### src/rtl/fetch_queue_ctrl.sv
// Instruction prefetch sequencer: fills a circular byte queue from the memory bus
// and presents the three oldest bytes (with their PC) to the decoder.
module fetch_queue_ctrl #(
  parameter int          DEPTH    = 16,
  parameter int          PTR_W    = 4,
  parameter logic [15:0] RESET_PC = 16'h0000
) (
  input  logic             clk,
  input  logic             rst,
  input  logic             fetch_en,
  input  logic             redirect_valid,
  input  logic [15:0]      redirect_pc,
  output logic             mem_req,
  output logic [15:0]      mem_addr,
  input  logic             mem_ack,
  input  logic [7:0]       mem_rdata,
  output logic [7:0]       q_byte0,
  output logic [7:0]       q_byte1,
  output logic [7:0]       q_byte2,
  output logic [PTR_W:0]   q_count,
  output logic [15:0]      q_pc,
  input  logic             dec_take,
  input  logic [1:0]       dec_len,
  output logic             flush_busy
);

  typedef enum logic [1:0] {IDLE, FETCH, DRAIN} state_t;

  localparam logic [PTR_W:0] FULL = (PTR_W+1)'(DEPTH);

  state_t           state, state_nx;
  logic [7:0]       queue [DEPTH];
  logic [PTR_W-1:0] ptr_s, ptr_e;
  logic [PTR_W:0]   count, next_count, take_len;
  logic [15:0]      fetch_addr, pc, pending_pc;
  logic             push, take_ok, can_fetch;
  logic [PTR_W-1:0] idx1, idx2;

  // A redirect cancels both push and take in its cycle; DRAIN never moves the queue.
  assign take_ok    = dec_take && (dec_len != 2'd0) && ({{(PTR_W-1){1'b0}}, dec_len} <= count)
                      && (state != DRAIN) && !redirect_valid;
  assign push       = mem_ack && (state == FETCH) && !redirect_valid;
  assign take_len   = take_ok ? {{(PTR_W-1){1'b0}}, dec_len} : '0;
  assign next_count = count + {{PTR_W{1'b0}}, push} - take_len;
  assign can_fetch  = fetch_en && (next_count < FULL);

  always_comb begin
    state_nx = state;
    case (state)
      IDLE: begin
        if (redirect_valid) state_nx = fetch_en ? FETCH : IDLE;
        else if (can_fetch) state_nx = FETCH;
      end
      FETCH: begin
        if (redirect_valid) state_nx = mem_ack ? (fetch_en ? FETCH : IDLE) : DRAIN;
        else if (mem_ack)   state_nx = can_fetch ? FETCH : IDLE;
      end
      DRAIN: begin
        if (mem_ack) state_nx = fetch_en ? FETCH : IDLE;
      end
      default: state_nx = IDLE;
    endcase
  end

  always_ff @(posedge clk or posedge rst) begin
    if (rst) begin
      state      <= IDLE;
      mem_req    <= 1'b0;
      flush_busy <= 1'b0;
      ptr_s      <= '0;
      ptr_e      <= '0;
      count      <= '0;
      fetch_addr <= RESET_PC;
      pc         <= RESET_PC;
      pending_pc <= 16'h0000;
    end else begin
      state      <= state_nx;
      mem_req    <= (state_nx == FETCH) || (state_nx == DRAIN);
      flush_busy <= (state_nx == DRAIN);
      if (redirect_valid) begin
        ptr_s <= '0;
        ptr_e <= '0;
        count <= '0;
        pc    <= redirect_pc;
        if (state == DRAIN) begin
          pending_pc <= redirect_pc;
          if (mem_ack) fetch_addr <= redirect_pc;
        end else if (state == FETCH && !mem_ack) begin
          pending_pc <= redirect_pc;
        end else begin
          fetch_addr <= redirect_pc;
        end
      end else begin
        count <= next_count;
        if (take_ok) begin
          ptr_s <= ptr_s + take_len[PTR_W-1:0];
          pc    <= pc + {14'd0, dec_len};
        end
        if (push) begin
          ptr_e      <= ptr_e + PTR_W'(1);
          fetch_addr <= fetch_addr + 16'd1;
        end
        if (state == DRAIN && mem_ack) fetch_addr <= pending_pc;
      end
    end
  end

  // Byte storage carries no reset; reads are masked by count.
  always_ff @(posedge clk) begin
    if (push) queue[ptr_e] <= mem_rdata;
  end

  assign idx1 = ptr_s + PTR_W'(1);
  assign idx2 = ptr_s + PTR_W'(2);

  assign q_byte0  = (count > (PTR_W+1)'(0)) ? queue[ptr_s] : 8'h00;
  assign q_byte1  = (count > (PTR_W+1)'(1)) ? queue[idx1]  : 8'h00;
  assign q_byte2  = (count > (PTR_W+1)'(2)) ? queue[idx2]  : 8'h00;
  assign q_count  = count;
  assign q_pc     = pc;
  assign mem_addr = fetch_addr;

endmodule

### config.mk
export PLATFORM = sky130hd
export DESIGN_NAME = fetch_queue_ctrl
export DESIGN_NICKNAME = d
export VERILOG_FILES = /design/src/rtl/fetch_queue_ctrl.sv
export SDC_FILE = /design/constraint.sdc
export NUM_CORES = 1
export LEC_CHECK = 0
export CAP_MARGIN = 10
export CORE_MARGIN = 5
export CORE_UTILIZATION = 53
export CTS_BUF_LIST = sky130_fd_sc_hd__clkbuf_16
export DETAILED_ROUTE_END_ITERATION = 10
export PLACE_DENSITY_LB_ADDON = 0.05
export RECOVER_POWER = 50
export SLEW_MARGIN = 15
export SYNTH_ARGS = -nofsm -noshare
export SYNTH_HDL_FRONTEND = slang
export SYNTH_SLANG_ARGS = --single-unit
### constraint.sdc
create_clock -name clk -period 4 [get_ports clk]
set_clock_uncertainty 0.2 [all_clocks]
set_input_delay 0.8 -clock clk [delete_from_list [all_inputs] [get_ports clk]]
set_output_delay 0.8 -clock clk [all_outputs]
set_load 0.05 [all_outputs]
==> results of run 1 <==
==> area by class of cell <==
class / instances / share of cell area
flip-flops and latches: 193 / 0.419
multi-input cells: 500 / 0.396
repair buffers: 145 / 0.110
clock buffers: 20 / 0.0383
well taps: 270 / 0.0259
inverters: 21 / 0.00603
clock inverters: 12 / 0.00460
==> kinds of logic (layout without fill, tap and decap cells) <==
family,Yosys count,in the layout
adders and majority gates,25,25
AOI/OAI and AO/OA,108,108
xor gates and xnor gates,31,31
and+or+nand+nor,165,165
muxes,171,171
buffers and inverters,71,198
DFF,193,193
==> state kept, by name, indices dropped and copies added, names as in the netlist <==
name,cells
state,2
ptr_e,4
q_pc,16
flush_busy,1
mem_addr,16
q_count,5
pending_pc,16
mem_req,1
queue,128
ptr_s,4
==> Yosys cell counts (7+ instances only) <==
| library cell | count | area share |
|---|---|---|
| sky130_fd_sc_hd__mux2_1 | 8 | 0.0082 |
| sky130_fd_sc_hd__mux2_2 | 11 | 0.011 |
| sky130_fd_sc_hd__xor2_1 | 21 | 0.017 |
| sky130_fd_sc_hd__mux4_2 | 96 | 0.20 |
| sky130_fd_sc_hd__nor3_1 | 11 | 0.0050 |
| sky130_fd_sc_hd__ha_1 | 22 | 0.025 |
| sky130_fd_sc_hd__nand3_1 | 14 | 0.0064 |
| sky130_fd_sc_hd__inv_1 | 21 | 0.0072 |
| sky130_fd_sc_hd__xnor2_1 | 8 | 0.0064 |
| sky130_fd_sc_hd__nor2_1 | 47 | 0.016 |
| sky130_fd_sc_hd__mux2i_1 | 55 | 0.050 |
| sky130_fd_sc_hd__a21oi_1 | 19 | 0.0087 |
| sky130_fd_sc_hd__edfxtp_1 | 128 | 0.35 |
| sky130_fd_sc_hd__o22ai_1 | 25 | 0.014 |
| sky130_fd_sc_hd__a31oi_1 | 8 | 0.0046 |
| sky130_fd_sc_hd__buf_4 | 7 | 0.0048 |
| sky130_fd_sc_hd__buf_2 | 18 | 0.0082 |
| sky130_fd_sc_hd__nand2_1 | 43 | 0.015 |
| sky130_fd_sc_hd__clkbuf_1 | 15 | 0.0051 |
| sky130_fd_sc_hd__o21ai_0 | 19 | 0.0087 |
| sky130_fd_sc_hd__dfrtp_1 | 65 | 0.15 |
| sky130_fd_sc_hd__nand4_1 | 13 | 0.0074 |
==> placed cells by master (no fill, tap or decap), types with 20 or more instances in the layout <==
cell type,count
sky130_fd_sc_hd__mux2i_1,55
sky130_fd_sc_hd__inv_1,22
sky130_fd_sc_hd__xor2_1,21
sky130_fd_sc_hd__nand2_1,42
sky130_fd_sc_hd__nor2_1,47
sky130_fd_sc_hd__edfxtp_1,128
sky130_fd_sc_hd__buf_4,49
sky130_fd_sc_hd__clkbuf_16,20
sky130_fd_sc_hd__mux4_2,96
sky130_fd_sc_hd__dfrtp_1,62
sky130_fd_sc_hd__o22ai_1,25
sky130_fd_sc_hd__clkdlybuf4s50_1,57
==> layer usage <==
layer  vias to the layer above  track usage  share of wire
li1                       3248            -              -
met1                      3812        0.323           0.40
met4                         0       0.0955          0.036
met3                        57       0.0396          0.074
met2                       330        0.399           0.49
met5                         -            0              0
==> timing repair <==
action                     4_1_cts  5_1_grt
pin swaps                        4        8
setup buffers                    3        2
cloned                           0        0
setup endpoints to repair        2        1
gates resized for setup          6        6
==> worst min-delay path by stage <==
stage | end | slack (ns)
after detailed placement | pending_pc[12] | 0.28
final | pending_pc[6] | 0.29
after floorplan | pending_pc[12] | 0.26
after CTS | pending_pc[12] | 0.30
after global placement | pending_pc[13] | 0.27
after global routing | pending_pc[6] | 0.31
==> stage by stage <==
| step | power [mW] | instances | hold slack (ns) | cell area [um2] |
|---|---|---|---|---|
| floorplan | 4.69 | 764 | 0.259 | 11000 |
| global placement | 5.86 | 1124 | 0.275 | 12500 |
| detailed placement | 5.91 | 1124 | 0.281 | 12500 |
| CTS | 7.57 | 1159 | 0.297 | 13100 |
| global route | 7.87 | 1161 | 0.305 | 13100 |
| finish | 7.54 | 1161 | 0.294 | 13100 |
==> power by group through the flow <==
stage / Sequential (mW) / Clock [mW] / Combinational (mW)
detailed placement: 2.66 / 0 / 3.25
floorplan: 3.01 / 0 / 1.68
finish: 2.63 / 1.60 / 3.31
global route: 2.66 / 1.71 / 3.50
global placement: 2.65 / 0 / 3.20
CTS: 2.62 / 1.63 / 3.32
==> parameters.txt, run 1 <==
Parameter                              Value

Route
  Final wirelength    28100 um
  Vias    7447
  Per-cell via count in the routed design    6.41
  Total DRC errors in the routed layout    0
  TritonRoute pass-1 iters    5
  Wire length per cell after detailed routing    24.2 um
  Number of routed nets with antenna violations    0
  Count of routing violations after the opening detailed-route iteration    567

STA
  Highest clock rate    260 MHz
  Setup violations, final    0
  Total negative setup slack    0 ns
  RSZ-0062 raised after global routing    no
  Shortest clock period the worst path allows after layout    3.84 ns
  Slew margin rel.    0.177
  Period utilization    0.961
  Slew @ Worst Pin    1.23 ns
  Worst Slack Setup Final    0.157 ns
  Number of max-slew violations in the final report    0
  Hold Violations, Final    0

GRT
  All-layer global routing usage    0.241
  Global-route wire length before repair    43500 um
  Vias in the first global route    7695
  Maximum number of pins on one net before global-route repair    91
  Overflow after GRT    0
  Initial antenna violation count    0

Floorplan
  Core region area    20300 um2
  FP Rows    52
  Area enclosed by the die boundary    23600 um2
  Initial standard-cell utilization of the core    0.539
  Ports    95
  Die height    154 um
  Horizontal extent of the die    154 um

Synth
  Synth Area in Simple Gates    0.0771
  Post-Syn Nets    821
  Synth Area in XOR/XNOR    0.0262
  Yosys warns    0
  Synth Instances    764
  Share of synthesized flip-flops with an asynchronous set or reset    0.337
  Synthesized-area fraction occupied by ao, oa, aoi and oai cells    0.0659
  Adder-cell share of the synthesized area    0.0306
  Post-synthesis cell type count    67
  Syn Area/Cell    14.3 um2
  Number of synthesized register bits    193
  Sequential fraction of the synthesis area    0.500
  Largest family of logic cells by synthesized area    multiplexers
  Post-synthesis instance area    10900 um2
  Number of enable-type register cells in the synthesized netlist    128
  Mux cell area share after synthesis    0.269
  Flip-flop cell with the highest count after synthesis    sky130_fd_sc_hd__edfxtp_1

Finish
  Layout overhead on the synthesized area    19.4%
  Footprint of the multi-input gates    5170 um2
  Share of post-route cells with drive strength above 1    0.265
  Nets@finish    935
  Total area of sequential cells    5480 um2
  Number of antenna cells inserted    0
  Layout Utilization    0.644
  Filler cell count in the final layout    1496

Critical path
  Path type of the worst setup path    in2reg
  Reg-to-Reg End    mem_req
  Launching element type of the critical path    primary input
  Worst-path cell with the longest stage delay    sky130_fd_sc_hd__clkdlybuf4s50_1
  Worst reg2reg path depth    18
  Ordered list of cells on the worst path    clkdlybuf4s50_1 > o21ai_0 > nor2_2 > nand2_2 > nor3_4 > ha_1 > inv_1 > ha_2 > inv_1 > fa_2 > nor2b_2 > nor2_1 > o21bai_2 > mux2_4 > a2bb2oi_1 > ha_1 > inv_1
  CP Depth    17
  Count of buffer and inverter cells on the critical path    4
  Required time at the endpoint of the critical path    4.11 ns
  CP delay by family, top    adder cells
  Arrival time at the worst endpoint    3.96 ns
  Slowest Stage Delay on Critical Path    0.47 ns
  Crit end category    flop
  CP endpoint    mem_req
  Worst Path Max Fanout    2
  Cell type with the highest occurrence count on the critical path    sky130_fd_sc_hd__inv_1
  Reg-to-reg startpoint    q_count[2]
  First element of the critical path    dec_take
  Setup slack of the most critical reg-to-reg path    0.23 ns

Power and ir drop
  Sequential power share    0.348
  Cell-internal power    4.59 mW
  Standby leakage power    4.65 nW
  Worst voltage drop across the vdd grid    619 uV
  Gate power share    0.439
  Power Dens Cells    577 nW/um2
  Switching Fraction    0.392
  Power share of the clock group    0.212
  Net load switching power    2.96 mW

CTS
  H-Tree Depth    4
  Clock latency reported for the late side of the worst-skew pair    0.43 ns
  Clock tree from TritonCTS    built
  Number of buffers created by CTS    17
  Max Root-Sink Buffers    2
  Clock-pin transition on the worst setup and hold timing paths    0.07 ns
  Cts hold-fix bufs    0
  Clock root buffer master    sky130_fd_sc_hd__clkbuf_16
  Clock sink total    193

Job
  Max-Cap Viols    0

Hold path
  Worst min-delay path category    reg2reg
  Hold path startpoint    pending_pc[6]
  WHS Path Cells    1

Placed design
  Setup Slack @ Placement    -0.814 ns
  Routability-driven placement congestion ratio    0.882
  Placed wire-length estimate after detailed placement    19000 um
  Port buffer count    94

Outcome
  Result of the run    finished clean
Note: power is estimated with default switching activity, not from simulation.
==> run 2: changes to the inputs <==
ABC_CLOCK_PERIOD_IN_PS = 4000   (was not set)
==> results of run 2 <==
Final layout, timing and power as in run 1 (identical DEF).
